File: src/rtl/pipeline_scoreboard.sv
// Hazard, forwarding and flush controller for the in-order pipeline.
// Tracks one token per in-flight instruction from EX (slot 0) through WB (slot NUM_STAGES-1).
module pipeline_scoreboard #(
    parameter int REG_ADDR_WIDTH = 5,
    parameter int NUM_STAGES     = 3,
    parameter int LOAD_LATENCY   = 1,
    parameter int BRANCH_SLOT    = 1,
    parameter int CNT_WIDTH      = 32
) (
    input  logic                      clk,
    input  logic                      reset,
    input  logic                      id_valid,
    input  logic [REG_ADDR_WIDTH-1:0] id_rs1,
    input  logic [REG_ADDR_WIDTH-1:0] id_rs2,
    input  logic                      id_uses_rs1,
    input  logic                      id_uses_rs2,
    input  logic [REG_ADDR_WIDTH-1:0] id_rd,
    input  logic                      id_reg_write,
    input  logic                      id_mem_read,
    input  logic                      branch_taken,
    output logic                      stall,
    output logic                      flush,
    output logic [NUM_STAGES-1:0]     kill_mask,
    output logic [3:0]                fwd_rs1_sel,
    output logic [3:0]                fwd_rs2_sel,
    output logic [NUM_STAGES-1:0]     stage_valid,
    output logic [CNT_WIDTH-1:0]      retire_count,
    output logic [CNT_WIDTH-1:0]      stall_count
);

    localparam logic [CNT_WIDTH-1:0] CNT_ONE = {{(CNT_WIDTH-1){1'b0}}, 1'b1};

    logic [NUM_STAGES-1:0]     slot_valid;
    logic [NUM_STAGES-1:0]     slot_reg_write;
    logic [NUM_STAGES-1:0]     slot_mem_read;
    logic [REG_ADDR_WIDTH-1:0] slot_rd [NUM_STAGES];

    logic [NUM_STAGES-1:0] writes_rs1;
    logic [NUM_STAGES-1:0] writes_rs2;
    logic                  hazard_rs1;
    logic                  hazard_rs2;
    logic                  hazard;

    // x0 is hardwired, so a slot targeting it never counts as a producer.
    always_comb begin
        writes_rs1 = '0;
        writes_rs2 = '0;
        for (int k = 0; k < NUM_STAGES; k++) begin
            writes_rs1[k] = slot_valid[k] && slot_reg_write[k] &&
                            (slot_rd[k] == id_rs1) && (id_rs1 != '0);
            writes_rs2[k] = slot_valid[k] && slot_reg_write[k] &&
                            (slot_rd[k] == id_rs2) && (id_rs2 != '0);
        end
    end

    // Walk oldest to youngest so the youngest producer is the one left standing.
    always_comb begin
        fwd_rs1_sel = '0;
        fwd_rs2_sel = '0;
        hazard_rs1  = 1'b0;
        hazard_rs2  = 1'b0;
        for (int k = NUM_STAGES - 1; k >= 0; k--) begin
            if (id_uses_rs1 && writes_rs1[k]) begin
                fwd_rs1_sel = 4'(k + 1);
                hazard_rs1  = slot_mem_read[k] && (k < LOAD_LATENCY);
            end
            if (id_uses_rs2 && writes_rs2[k]) begin
                fwd_rs2_sel = 4'(k + 1);
                hazard_rs2  = slot_mem_read[k] && (k < LOAD_LATENCY);
            end
        end
    end

    assign hazard = id_valid && (hazard_rs1 || hazard_rs2);
    assign stall  = hazard && !branch_taken;
    assign flush  = branch_taken;

    always_comb begin
        kill_mask = '0;
        for (int j = 0; j < NUM_STAGES; j++) begin
            kill_mask[j] = branch_taken && (j < BRANCH_SLOT);
        end
    end

    assign stage_valid = slot_valid;

    always_ff @(posedge clk) begin
        if (reset) begin
            slot_valid     <= '0;
            slot_reg_write <= '0;
            slot_mem_read  <= '0;
            for (int j = 0; j < NUM_STAGES; j++) begin
                slot_rd[j] <= '0;
            end
            retire_count <= '0;
            stall_count  <= '0;
        end else begin
            for (int j = 1; j < NUM_STAGES; j++) begin
                slot_valid[j]     <= slot_valid[j-1] && !kill_mask[j-1];
                slot_reg_write[j] <= slot_reg_write[j-1];
                slot_mem_read[j]  <= slot_mem_read[j-1];
                slot_rd[j]        <= slot_rd[j-1];
            end
            // A stalled or flushed ID instruction leaves a bubble in EX.
            slot_valid[0]     <= id_valid && !stall && !flush;
            slot_reg_write[0] <= id_reg_write;
            slot_mem_read[0]  <= id_mem_read;
            slot_rd[0]        <= id_rd;
            if (slot_valid[NUM_STAGES-1]) begin
                retire_count <= retire_count + CNT_ONE;
            end
            if (stall) begin
                stall_count <= stall_count + CNT_ONE;
            end
        end
    end

endmodule

File: config.mk
export PLATFORM = sky130hd
export DESIGN_NAME = pipeline_scoreboard
export DESIGN_NICKNAME = d
export VERILOG_FILES = /design/src/rtl/pipeline_scoreboard.sv
export SDC_FILE = /design/constraint.sdc
export NUM_CORES = 1
export LEC_CHECK = 0
export BUFFER_PORTS_ARGS = -buffer_cell sky130_fd_sc_hd__buf_2
export CAP_MARGIN = 40
export CORE_MARGIN = 1
export CORE_UTILIZATION = 49
export CTS_CLUSTER_DIAMETER = 50
export CTS_CLUSTER_SIZE = 14
export DETAILED_ROUTE_END_ITERATION = 8
export PLACE_DENSITY = 0.87
export SYNTH_ARGS = -nofsm -noshare
export SYNTH_HDL_FRONTEND = slang
export SYNTH_SLANG_ARGS = --single-unit
export TNS_END_PERCENT = 10
File: constraint.sdc
create_clock -name clk -period 2.2 [get_ports clk]
set_input_delay 0.44 -clock clk [delete_from_list [all_inputs] [get_ports clk]]
set_output_delay 0.44 -clock clk [all_outputs]
set_load 0.1 [all_outputs]
======== Yosys cells after proc, flatten, opt, wreduce, memory -nomap -nowiden ========
Memory sizes are Yosys's and may differ from the RTL's.
Index checks and enable logic that the tools add are counted.
word-level totals
  register bits after elaboration ......... 71
  bits in writable memories ............... 15
  input port bits ......................... 23
  output and inout bits ................... 80
  logic and storage cells ................. 62
  memories ................................ 1
memories
  memory   depth  width  read ports  clocked after memory_dff  write ports  RTL line  text
  slot_rd  3      5      3           0                         3            36        logic [REG_ADDR_WIDTH-1:0] slot_rd [NUM_STAGES];
cells by class
  add/sub/neg operators ................... 2
  eq/ne operators ......................... 6
  muxes and demuxes ....................... 14
  bitwise operators ....................... 3
  reductions and logical operators ........ 31
operators by type and width
  kind                     count
  $add A32 B1 Y32 const B  2
  $eq A5 B5 Y1             6
  $logic_and A1 B1 Y1      26
  $mux W4                  4
  $mux W5                  3
  $reduce_bool A5 Y1       2
  $mux W1                  5
  $mux W2                  2
  $or A1 B1 Y1             3
  $logic_not A1 Y1         2
  $logic_or A1 B1 Y1       1

======== Longest topological paths before layout ========
Gate-level depths: netlist of run 1.
An unclocked memory read counts as a cell.
  word-level depth ........................ 12
  gate-level depth with buffers ........... 7
  gate-level depth less buffers ........... 6

======== Worst setup path after synthesis of run 1 ========
OpenSTA, ideal clock, no wires.
  path type ............................... reg-to-output
  start ................................... reg slot_valid[2] (netlist: stage_valid[2])
  end ..................................... out fwd_rs2_sel[1]
  data arrival time ....................... 3.919 ns
  data required time ...................... 1.760 ns
  path slack .............................. -2.159 ns
  cell stages (with the launch flop) ...... 4
  buffers on the path ..................... 0
  cell sequence ........................... dfxtp_1 nand2_1 or4_1 a21boi_0
between the ends
  longest elaborated chain between the ends .. 7
RTL lines
  item                               RTL line  text
  from (decl)                        33        logic [NUM_STAGES-1:0] slot_valid;
  from (signal, indexed assignment)  99        slot_valid[j] <= slot_valid[j-1] && !kill_mask[j-1];
  $logic_and A1 B1 Y1 (2 in a row)   51        writes_rs2[k] = slot_valid[k] && slot_reg_write[k] &&
  $logic_and A1 B1 Y1                52        (slot_rd[k] == id_rs2) && (id_rs2 != '0);
  $logic_and A1 B1 Y1                67        if (id_uses_rs2 && writes_rs2[k]) begin
  $mux W2                            67
  $mux W4 (2 in a row)               67
  to (decl)                          25        output logic [3:0] fwd_rs2_sel,
Every way passes these cells.

==> impl_results.rst, run 1 <==
.. list-table::
   :header-rows: 1

   * - Metric
     - Value
   * - Number of cell rows
     - 34
   * - Max stage delay cell, worst path
     - sky130_fd_sc_hd__or4_4
   * - Chip Height
     - roughly 100 um
   * - Final worst setup slack
     - -0.286 ns
   * - Critical Path, Cell by Cell
     - xnor2_2, nand4_1, or4_4, a211oi_4, buf_12
   * - Setup-failing EPs final
     - 5
   * - Vias in the first global route
     - 3,718
   * - Clock-pin slew on the worst setup and hold paths
     - about 0.090 ns
   * - CTS tree
     - done
   * - Main area contributors after synthesis
     - sky130_fd_sc_hd__dfxtp_1 (38%), sky130_fd_sc_hd__xnor2_1 (8.5%), sky130_fd_sc_hd__nor2b_1 (7.1%), sky130_fd_sc_hd__mux2_2 (6.2%), sky130_fd_sc_hd__nor2_1 (5.4%)
   * - Syn Inst Count
     - 510
   * - Final hold violations
     - 0
   * - Reg-to-reg critical path endpoint
     - stall_count[0]
   * - Startpoint Class
     - flip-flop
   * - Critical Path Source
     - slot_rd[0][1]
   * - Synthesis warning total
     - 0
   * - Depth of the worst hold-timing path
     - 2
   * - First-pass GRT wire length
     - 17,000 um
   * - Global Route met3 Usage
     - 4.58%
   * - PD cells
     - approximately 510 nW/um^2
   * - Final Critical Period
     - roughly 2.5 ns
   * - Worst hold path startpoint
     - id_rd[3]
   * - Pre-CTS setup slack
     - -0.293 ns
   * - Signed area change from the synthesized netlist to the final layout
     - 23.7%
   * - Cell types with the highest counts after synthesis
     - sky130_fd_sc_hd__dfxtp_1 (86), sky130_fd_sc_hd__nor2_1 (65), sky130_fd_sc_hd__nor2b_1 (51)
   * - Relative slew margins
     - a little under three fifths
   * - Final RePlAce weighted congestion
     - ~0.84
   * - EDFF count, synth
     - 0
   * - Via count
     - around 4,000
   * - CP Capture Type
     - output port
   * - Cell family with the largest share of critical-path delay
     - simple AND/OR/NAND/NOR gates
   * - Result of the run
     - finished with violations
   * - GRT Overall Usage
     - 21.7%
   * - Count of routing violations after the opening detailed-route iteration
     - around 180
   * - Primary FF master, synth
     - sky130_fd_sc_hd__dfxtp_1
   * - Critical R2R Launch
     - slot_rd[0][1]
   * - Post-Syn Area
     - approximately 4500 sq um
   * - CP Max Fanout
     - 4
   * - Largest net degree at the start of global routing
     - 72
   * - Count of pins on the block boundary
     - between 100 and 150
   * - Hold bufs inserted after CTS
     - 0
   * - Count of state elements after synthesis
     - 86
   * - Number of buffers inserted by port buffering
     - 96
   * - FFs w/ async S/R, synth
     - 0%
   * - Clock share of power
     - around 36%
   * - GRT met1 Usage
     - between 20% and 30%
   * - Worst hold slack across all endpoints
     - around 0.3 ns
   * - Core box area
     - just under 9000 sq um
   * - Antenna diode count
     - 0
   * - Max-capacitance violation count
     - 0
   * - Final worst clock skew
     - 0.0154 ns
   * - FF-to-FF path depth
     - 7
   * - Required time of the critical path
     - about 1.8 ns
   * - Later-pin clock latency in the skew report
     - 0.35 ns
   * - First-pass iteration count of the detailed router
     - 6
   * - RSZ-0062 raised after global routing
     - yes
   * - Number of vias per cell
     - between 5 and 6
   * - Routed Antenna Nets
     - 0
   * - Slowest Stage Delay on Critical Path
     - about 0.56 ns
   * - Worst-case clock buffer depth
     - 2
   * - Number of antenna violations at the first check in global routing
     - 0
   * - Comb pwr share
     - 9.1%
   * - Wire per inst
     - between 10 and 15 um
   * - Number of sinks on the clock net
     - 86
   * - Inserted Clock Buffers
     - 9
   * - Final HPWL from detailed placement
     - between 7000 and 8000 um
   * - Total buffers and inverters traversed by the critical path
     - 1
   * - Minimum setup slack among reg-to-reg paths
     - 0.05 ns
   * - Clock root buffer
     - sky130_fd_sc_hd__clkbuf_8
   * - Die boundary width
     - slightly below 100 um
   * - Cell-internal power
     - between 2 and 2.5 mW
   * - Final wirelength
     - 10,500 um
   * - H-Tree Level Count
     - 3
   * - Number of distinct library cells after synthesis
     - 41
   * - Hold Path Class
     - in -> reg
   * - Endpoint with the worst hold slack
     - slot_rd[0][3]
   * - GRT met2 Usage
     - between 30% and 40%
   * - Sw Ratio
     - between 20% and 30%
   * - Leakage dissipation
     - about 2.2 nW
   * - Worst-case vdd ir drop
     - ~370 uV
   * - Maximum frequency from static timing analysis
     - slightly above 0.4 GHz
   * - Global route total overflow
     - 0
   * - Most frequently used cell type in the post-synthesis netlist
     - sky130_fd_sc_hd__dfxtp_1
   * - Share of synthesized area occupied by flip-flops and latches
     - 38.2%
   * - Switching power of the nets
     - approximately 0.76 mW
   * - Remaining DRCs
     - 7
   * - Cell type contributing the most total cell area after synthesis
     - sky130_fd_sc_hd__dfxtp_1
   * - Number of nets in the final layout
     - 643
   * - Share of the synthesized area in the top cell type
     - between 30% and 40%
   * - Final count of pins violating max slew
     - 0
   * - Arrival time of the worst setup path
     - 2.05 ns
   * - GRT busiest layer
     - met2
   * - Post-synthesis average cell area
     - 8.84 sq um
   * - Least-Margin Pin Slew
     - 0.667 ns
   * - Die Outline Area
     - 9590 sq um
   * - Effective utilization at floorplan
     - 51.2%
   * - Worst setup path class
     - reg -> out
   * - Final sum of negative setup slack
     - -0.774 ns
   * - Fraction of layout instances using a drive strength above 1
     - around a third
   * - Part of the power in registers
     - between 50 and 60%
   * - Failing checks
     - design-rule violations, negative setup slack
   * - Period utilisation layout
     - 113%
## flip-flops by register name, indices dropped and copies added (netlist names)
signal / cells
stall_count: 32
stage_valid: 3
slot_reg_write: 3
slot_rd: 15
slot_mem_read: 1
retire_count: 32
## final cells by class
class,count,area (sq um)
well taps,108,135
repair buffers,127,807
clock inverters,6,46.3
fillers,755,3230
clock buffers,10,138
flip-flops and latches,86,1750
inverters,6,22.5
multi-input cells,388,2690
## cells in the final DEF, fill, tap and decap left out, types with 3 or more instances in the layout
master and count:
sky130_fd_sc_hd__buf_2 90, sky130_fd_sc_hd__dfxtp_1 70, sky130_fd_sc_hd__nor2_1 65, sky130_fd_sc_hd__nor2b_1 51
sky130_fd_sc_hd__xnor2_1 37, sky130_fd_sc_hd__buf_4 30, sky130_fd_sc_hd__nand4_1 28, sky130_fd_sc_hd__a21oi_1 28
sky130_fd_sc_hd__mux2_2 25, sky130_fd_sc_hd__nand3_1 24, sky130_fd_sc_hd__nand2_1 19, sky130_fd_sc_hd__dfxtp_2 14
sky130_fd_sc_hd__xor2_1 13, sky130_fd_sc_hd__nor3_1 13, sky130_fd_sc_hd__clkbuf_8 10, sky130_fd_sc_hd__or3_1 8
sky130_fd_sc_hd__xnor2_2 7, sky130_fd_sc_hd__inv_1 6, sky130_fd_sc_hd__nor4_1 6, sky130_fd_sc_hd__conb_1 6
sky130_fd_sc_hd__buf_12 6, sky130_fd_sc_hd__and4_1 5, sky130_fd_sc_hd__mux2_1 5, sky130_fd_sc_hd__or4_4 4
sky130_fd_sc_hd__a211oi_2 4, sky130_fd_sc_hd__and3_1 4, sky130_fd_sc_hd__o21ai_0 4, sky130_fd_sc_hd__nor4_2 3
sky130_fd_sc_hd__nand2b_1 3, sky130_fd_sc_hd__and2_1 3, sky130_fd_sc_hd__clkinvlp_4 3
## metrics by stage
step	area [sq um]	instances	total power, mW	util (%)
floorplan	4630	515	1.81	-
global placement	5350	714	1.87	60.8
detailed placement	5350	714	1.88	60.8
CTS	5570	731	2.89	63.3
global route	5580	731	2.99	63.4
finish	5580	731	2.87	63.4
## logic make-up (layout without fill, tap and decap cells)
kind of cell / Yosys count / count (layout) / share of synthesized area [%]
other: 1 / 6 / 0.0831
buffers and inverters: 41 / 149 / 5.08
DFF: 86 / 86 / 38.2
AOI/OAI and AO/OA: 45 / 45 / 7.32
xor gates and xnor gates: 57 / 57 / 11.1
muxes: 33 / 33 / 8.18
adders and majority gates: 2 / 2 / 0.555
and+or+nand+nor: 245 / 245 / 29.5
## what timing repair did
action                     CTS  global route
buffers inserted             1             0
resized for setup           13             1
setup endpoints to repair    9             7
gates cloned                 0             0
pin swaps                    5             1
## power groups by stage
stage	Combinational, mW	Clock (mW)	Sequential (mW)
after floorplan	0.178	0	1.63
after global placement	0.249	0	1.62
after detailed placement	0.259	0	1.62
after CTS	0.260	1.05	1.59
after global routing	0.280	1.12	1.59
final	0.262	1.02	1.59
## worst max path at each step
stage / endpoint / slack, ns / cells past startpoint
after global routing: stall / -0.35 / 5
after global placement: stall / -0.25 / 6
final: stall / -0.29 / 5
after CTS: stall / -0.33 / 5
after floorplan: stall_count[0] / -0.53 / 6
after detailed placement: stall_count[28] / -0.29 / 7
## layer usage
layer	up-vias	part of all wire, %
li1	1959	-
met1	1874	43
met2	120	51
met3	14	4.6
met4	0	1.4
met5	-	0
(Power assumes the default switching activity.)
==> run 2, diff against run 1 <==
- BUFFER_PORTS_ARGS: -buffer_cell sky130_fd_sc_hd__buf_2 -> not set
- CORE_UTILIZATION: 49 -> 57
- DONT_BUFFER_PORTS: not set -> 1
- PLACE_DENSITY: 0.87 -> 0.86
==> run 2 against run 1 <==
  * The run ends with negative setup slack left
  * Register-to-register slack got worse by 0.05 ns
  * Flip-flop and latch count did not move
  * Utilization rose by 8.3 points
  * First-iteration DRC count fell by 31%
  * Non-clock buffer count fell by 42
  * Routed wire length rose by 1.6%
  * Global-route usage rose by 4.6 points
  * Highest routed layer unchanged
==> impl_results.rst, run 2 (synthesis gave the netlist of run 1 again) <==
.. list-table::
   :header-rows: 1

   * - Metric
     - Value
   * - Final wirelength
     - between 10,000 and 15,000 um
   * - Core box area
     - about 7700 sq um
   * - Slowest Stage Delay on Critical Path
     - roughly 0.52 ns
   * - Maximum frequency from static timing analysis
     - 0.395 GHz
   * - Vias in the first global route
     - 3,829
   * - Max stage delay cell, worst path
     - sky130_fd_sc_hd__or4_4
   * - Count of routing violations after the opening detailed-route iteration
     - 126
   * - Number of antenna violations at the first check in global routing
     - 0
   * - Final count of pins violating max slew
     - 0
   * - Final instance area
     - 5510 sq um
   * - Required time of the critical path
     - 1.76 ns
   * - Most used cells in the layout excluding fill and tap cells
     - sky130_fd_sc_hd__buf_4 (77), sky130_fd_sc_hd__dfxtp_1 (70), sky130_fd_sc_hd__nor2_1 (65), sky130_fd_sc_hd__nor2b_1 (51), sky130_fd_sc_hd__xnor2_1 (36)
   * - Final HPWL from detailed placement
     - between 7000 and 8000 um
   * - Uppermost metal layer occupied by signal nets
     - met4
   * - Total length of routed met2 wires
     - 5340 um
   * - CTS tree
     - done
   * - Total met3 wirelength after detailed routing
     - between 600 and 700 um
   * - Global route total overflow
     - 0
   * - Worst-case vdd ir drop
     - between 500 and 600 uV
   * - Later-pin clock latency in the skew report
     - about 0.36 ns
   * - Fraction of layout instances using a drive strength above 1
     - between 20% and 30%
   * - Number of buffers inserted by port buffering
     - 0
   * - Arrival time of the worst setup path
     - about 2.1 ns
   * - Setup-failing EPs final
     - 5
   * - Leading cell type in the layout, fill and taps excluded
     - sky130_fd_sc_hd__buf_4
   * - Chip Height
     - 91.0 um
   * - Critical R2R Launch
     - slot_rd[0][0]
   * - Startpoint Class
     - flip-flop
   * - Leakage dissipation
     - roughly 2.1 nW
   * - Critical Path, Cell by Cell
     - xnor2_2, nand4_1, or4_4, a211oi_4, buf_12
   * - RSZ-0062 raised after global routing
     - yes
   * - Clock-pin slew on the worst setup and hold paths
     - about 0.08 ns
   * - Number of cell rows
     - 32
   * - Antenna diode count
     - 0
   * - Clock root buffer
     - sky130_fd_sc_hd__clkbuf_8
   * - Final RePlAce weighted congestion
     - about 0.85
   * - Inserted Clock Buffers
     - 9
   * - Routed Antenna Nets
     - 0
   * - H-Tree Level Count
     - 3
   * - Final worst setup slack
     - -0.332 ns
   * - Wire per inst
     - 15.5 um
   * - Overall power consumption
     - between 2 and 3 mW
   * - Worst hold path startpoint
     - branch_taken
   * - Layout Utilization
     - ~72%
   * - First-pass iteration count of the detailed router
     - 4
   * - CP Capture Type
     - output port
   * - Effective utilization at floorplan
     - between 50% and 60%
   * - Least-Margin Pin Slew
     - around 0.58 ns
   * - Largest registers
     - retire_count: 32 flops, stall_count: 32 flops, slot_rd: 15 flops
   * - Failing checks
     - negative setup slack
   * - First-pass GRT wire length
     - around 17,000 um
   * - Worst-case clock buffer depth
     - 2
   * - Count of pins on the block boundary
     - slightly above 100
   * - Final worst clock skew
     - around 0.012 ns
   * - Fill cells
     - 566
   * - Worst setup path class
     - reg -> out
   * - Final Critical Period
     - between 2 and 3 ns
   * - Result of the run
     - finished with violations
   * - Period utilisation layout
     - 115%
   * - Via count
     - slightly below 4,000
   * - Number of nets in the final layout
     - roughly 600
   * - Number of vias per cell
     - about 5.7
   * - Placed instance area
     - roughly 5300 sq um
   * - Number of sinks on the clock net
     - 86
   * - PD cells
     - roughly 510 nW/um^2
   * - Die boundary width
     - about 90 um
   * - Final hold violations
     - 0
   * - Wl on met1
     - between 4000 and 5000 um
   * - Max-capacitance violation count
     - 0
   * - Die Outline Area
     - 8270 sq um
   * - Remaining DRCs
     - 0
   * - Hold Path Class
     - in -> reg
   * - GRT Overall Usage
     - a little over a quarter
   * - Critical Path Source
     - slot_rd[0][0]
   * - Signed area change from the synthesized netlist to the final layout
     - 22.2%
   * - Hold bufs inserted after CTS
     - 0
   * - CP Max Fanout
     - 4
   * - Relative slew margins
     - between 60% and 70%
   * - Largest net degree at the start of global routing
     - 119
==> run 2: per-layer routing <==
metal | vias to the layer above | global-route usage (%)
li1 | 1879 | -
met1 | 1840 | 29.3
met2 | 125 | 45.6
met3 | 27 | 7.20
met4 | 0 | 13.4
met5 | - | 0
==> run 2: layout make-up <==
cell class / instances / area [sq um] / share of cell area, %
Multi-Input combinational cell: 388 / 2700 / 49.0
Sequential cell: 86 / 1750 / 31.7
Timing Repair Buffer: 85 / 729 / 13.2
Clock buffer: 10 / 138 / 2.50
Tap cell: 102 / 128 / 2.32
Clock inverter: 6 / 45.0 / 0.817
Inverter: 6 / 22.5 / 0.409
==> run 2: worst max-delay path, delay by kind of cell (launching register included) <==
kind	cells	cell delay, ns
buffers and inverters	1	0.22
DFF	1	0.37
and+or+nand+nor	2	0.68
xor gates and xnor gates	1	0.17
AOI/OAI and AO/OA	1	0.30
==> run 2: final timing paths <==
kind	endpoint	depth (start not counted)	slack (ns)
setup reg to reg	stall_count[0]	7	0
hold / removal	stage_valid[0]	1	0.15
hold reg to reg	slot_reg_write[2]	1	0.48
setup / recovery	stall	5	-0.33
==> run 2: timing repair <==
item / CTS / global route
setup endpoints to repair: 31 / 12
setup buffers: 1 / 0
resized for setup: 16 / 3
pin swaps: 6 / 1
==> run 2: power breakdown <==
group / internal, mW / switching, mW
sequential: 1.57 / 0.0169
clock: 0.448 / 0.594
combinational: 0.0636 / 0.0961
total: 2.08 / 0.707
==> run 2: metrics by stage <==
stage	setup TNS, ns	setup slack [ns]	hold slack (ns)	instances
detailed placement	-2.09	-0.181	0.470	666
CTS	-0.923	-0.321	0.132	683
global placement	-0.364	-0.0826	0.468	666
global route	-1.37	-0.407	0.135	683
finish	-0.881	-0.332	0.154	683
floorplan	-12.57	-0.534	0.459	515
==> run 3, diff against run 2 <==
- CORE_UTILIZATION: 57 -> 60
- CTS_BUF_LIST: not set -> sky130_fd_sc_hd__clkbuf_8
- PLACE_DENSITY: 0.86 -> 0.87
- clock period: 2.2 -> 2.6 ns (I/O delays scaled with it)
==> run 3 against run 2 <==
  * The flow now finishes without violations
  * First-iteration DRC count rose by 53%
  * Sequential share of layout area grew 0.31 points
  * Flip-flop and latch count stayed put
  * Die area down 4.9%
  * Critical path depth did not move
  * Critical path type unchanged
  * Register-to-register slack better by 0.34 ns
  * Total power is 7.0% lower
  * Combinational power shrank 24%
  * Largest cell class unchanged
  * Non-clock buffer count decreased by 7
==> impl_results.rst, run 3 (synthesis gave the netlist of run 1 again) <==
.. list-table::
   :header-rows: 1

   * - Metric
     - Value
   * - Startpoint Class
     - flip-flop
   * - CP Capture Type
     - output port
   * - Least-Margin Pin Slew
     - roughly 0.7 ns
   * - Arrival time of the worst setup path
     - 2.04 ns
   * - Number of buffers inserted by port buffering
     - 0
   * - Number of sinks on the clock net
     - 86
   * - Maximum frequency from static timing analysis
     - between 0.3 and 0.4 GHz
   * - Global route total overflow
     - 0
   * - Placed instance area
     - about 5100 sq um
   * - Result of the run
     - complete, no violations
   * - Relative slew margins
     - 53.2%
   * - H-Tree Level Count
     - 3
   * - Final worst clock skew
     - between 0.01 and 0.015 ns
   * - Final RePlAce weighted congestion
     - between 0.9 and 1
   * - Clock root buffer
     - sky130_fd_sc_hd__clkbuf_8
   * - Worst setup path class
     - reg -> out
   * - Largest net degree at the start of global routing
     - between 100 and 150
   * - Largest registers
     - retire_count: 32 flops, stall_count: 32 flops, slot_rd: 15 flops
   * - Number of antenna violations at the first check in global routing
     - 1
   * - CP Max Fanout
     - 4
   * - Setup-failing EPs final
     - 0
   * - Die boundary width
     - between 80 and 90 um
   * - Final wirelength
     - around 11,000 um
   * - Leading cell type in the layout, fill and taps excluded
     - sky130_fd_sc_hd__dfxtp_1
   * - Worst-case vdd ir drop
     - 414 uV
   * - Minimum setup slack among reg-to-reg paths
     - approximately 0.34 ns
   * - Critical R2R Launch
     - stall_count[1]
   * - FF-to-FF path depth
     - 6
   * - Max stage delay cell, worst path
     - sky130_fd_sc_hd__or4_4
   * - Vias in the first global route
     - between 3,000 and 4,000
   * - Critical Path, Cell by Cell
     - xnor2_1, nand4_1, or4_4, a211oi_4, buf_12
   * - Most used cells in the layout excluding fill and tap cells
     - sky130_fd_sc_hd__dfxtp_1 (81), sky130_fd_sc_hd__buf_4 (72), sky130_fd_sc_hd__nor2_1 (65), sky130_fd_sc_hd__nor2b_1 (51), sky130_fd_sc_hd__xnor2_1 (44)
   * - Total buffers and inverters traversed by the critical path
     - 1
   * - Overall power consumption
     - roughly 2.6 mW
   * - GRT Overall Usage
     - 28.0%
   * - Depth of the worst hold-timing path
     - 1
   * - Core box area
     - roughly 7300 sq um
   * - Number of vias per cell
     - 5.76
   * - Slowest Stage Delay on Critical Path
     - about 0.5 ns
   * - Hold Path Class
     - in -> reg
   * - Fill cells
     - 500
   * - Worst hold path startpoint
     - branch_taken
   * - Signed area change from the synthesized netlist to the final layout
     - 19.7%
   * - Required time of the critical path
     - 2.08 ns
   * - PD cells
     - 480 nW/um^2
   * - Hold bufs inserted after CTS
     - 0
   * - Routed Antenna Nets
     - 0
   * - Final hold violations
     - 0
   * - Count of pins on the block boundary
     - approximately 100
   * - First-pass GRT wire length
     - roughly 17,000 um
   * - Die Outline Area
     - around 7900 sq um
   * - Final HPWL from detailed placement
     - 7820 um
   * - Wire per inst
     - between 15 and 20 um
   * - CTS tree
     - done
   * - Reg-to-reg critical path endpoint
     - stall_count[28]
   * - Final count of pins violating max slew
     - 0
   * - Fraction of layout instances using a drive strength above 1
     - about a quarter
   * - Number of cell rows
     - 31
   * - Chip Height
     - around 89 um
   * - Effective utilization at floorplan
     - between 60 and 70%
   * - Number of nets in the final layout
     - slightly below 600
   * - Remaining DRCs
     - 0
   * - Later-pin clock latency in the skew report
     - between 0.3 and 0.4 ns
   * - Leakage dissipation
     - around 2.0 nW
   * - Via count
     - approximately 3,900
   * - Endpoint with the worst hold slack
     - stage_valid[0]
   * - Final Critical Period
     - around 2.6 ns
   * - Period utilisation layout
     - between 90% and 100%
   * - Final instance area
     - 5400 sq um
   * - Max-capacitance violation count
     - 0
   * - Clock-pin slew on the worst setup and hold paths
     - approximately 0.090 ns
   * - Worst-case clock buffer depth
     - 2
   * - RSZ-0062 raised after global routing
     - yes
   * - Count of routing violations after the opening detailed-route iteration
     - 193
   * - Inserted Clock Buffers
     - 9
   * - Cell family with the largest share of critical-path delay
     - simple AND/OR/NAND/NOR gates
   * - First-pass iteration count of the detailed router
     - 5
## run 3: changes by cell type in the layout (fill, tap and decap cells not counted), moves of 2 or more
| cell | change |
|---|---|
| sky130_fd_sc_hd__xnor2_2 | -8 |
| sky130_fd_sc_hd__bufinv_16 | +3 |
| sky130_fd_sc_hd__xnor2_1 | +8 |
| sky130_fd_sc_hd__buf_4 | -5 |
| sky130_fd_sc_hd__dfxtp_2 | -9 |
| sky130_fd_sc_hd__dfxtp_1 | +11 |
| sky130_fd_sc_hd__dfxtp_4 | -2 |
## run 3: metal layers
layer | vias up | global-route usage [%] | wire length (um)
met5 | - | 0 | 0
met2 | 147 | 47.8 | 5520
met3 | 28 | 9.70 | 815
met4 | 0 | 12.5 | 284
li1 | 1867 | - | -
met1 | 1839 | 31.6 | 4250
## run 3: cell type report
cell class / count / area [sq um] / area share (%)
inverter: 6 / 22.5 / 0.417
multi-input combinational: 388 / 2610 / 48.4
clock buffer: 10 / 138 / 2.55
clock inverter: 6 / 110 / 2.04
antenna: 1 / 2.50 / 0.0464
tap: 99 / 124 / 2.29
timing repair buffer: 78 / 661 / 12.2
sequential: 86 / 1730 / 32.1
## run 3: power by group
group / switching [mW] / leakage [nW] / total, mW / internal [mW]
Clock: 0.464 / 0.124 / 1.13 / 0.663
Sequential: 0.0139 / 0.698 / 1.34 / 1.33
Combinational: 0.0774 / 1.19 / 0.122 / 0.0444
## run 3: worst max-delay path by stage
| stage | from | to | slack, ns | cells past startpoint |
|---|---|---|---|---|
| 6_report | slot_rd[0][4] | stall | 0.04 | 5 |
| 5_1_grt | slot_rd[0][1] | stall | -0.02 | 5 |
| 4_1_cts | slot_rd[0][12] | fwd_rs2_sel[1] | 0.02 | 5 |
| 3_5_place_dp | id_rs2[0] | fwd_rs2_sel[1] | 0.06 | 5 |
| 3_3_place_gp | id_rs2[0] | fwd_rs2_sel[1] | 0.13 | 5 |
| 2_1_floorplan | id_rs1[0] | stall | -0.24 | 5 |
## run 3: worst reg2reg max path, cell delays in order, from the launching register on
cell,delay (ns)
sky130_fd_sc_hd__dfxtp_1,0.43
sky130_fd_sc_hd__ha_1,0.21
sky130_fd_sc_hd__nand3b_1,0.12
sky130_fd_sc_hd__nor4_2,0.49
sky130_fd_sc_hd__nand2_1,0.29
sky130_fd_sc_hd__a2111oi_4,0.27
sky130_fd_sc_hd__mux2_1,0.35
## run 3: metrics by stage
step,setup TNS [ns],setup WS [ns],instances,hold slack [ns],utilization (%)
2_1_floorplan,-1.81,-0.242,515,0.438,-
6_report,0,0.0410,674,0.242,74.4
3_3_place_gp,0,0.129,657,0.460,70.8
3_5_place_dp,0,0.0644,657,0.459,70.8
4_1_cts,0,0.0190,673,0.209,74.3
5_1_grt,-0.0245,-0.0235,674,0.219,74.4
## run 3: what timing repair did
item / in CTS / in global routing
endpoints found under the setup margin: 2 / 3
resized for setup: 2 / 3
setup buffers: 0 / 0
pin swaps: 0 / 0
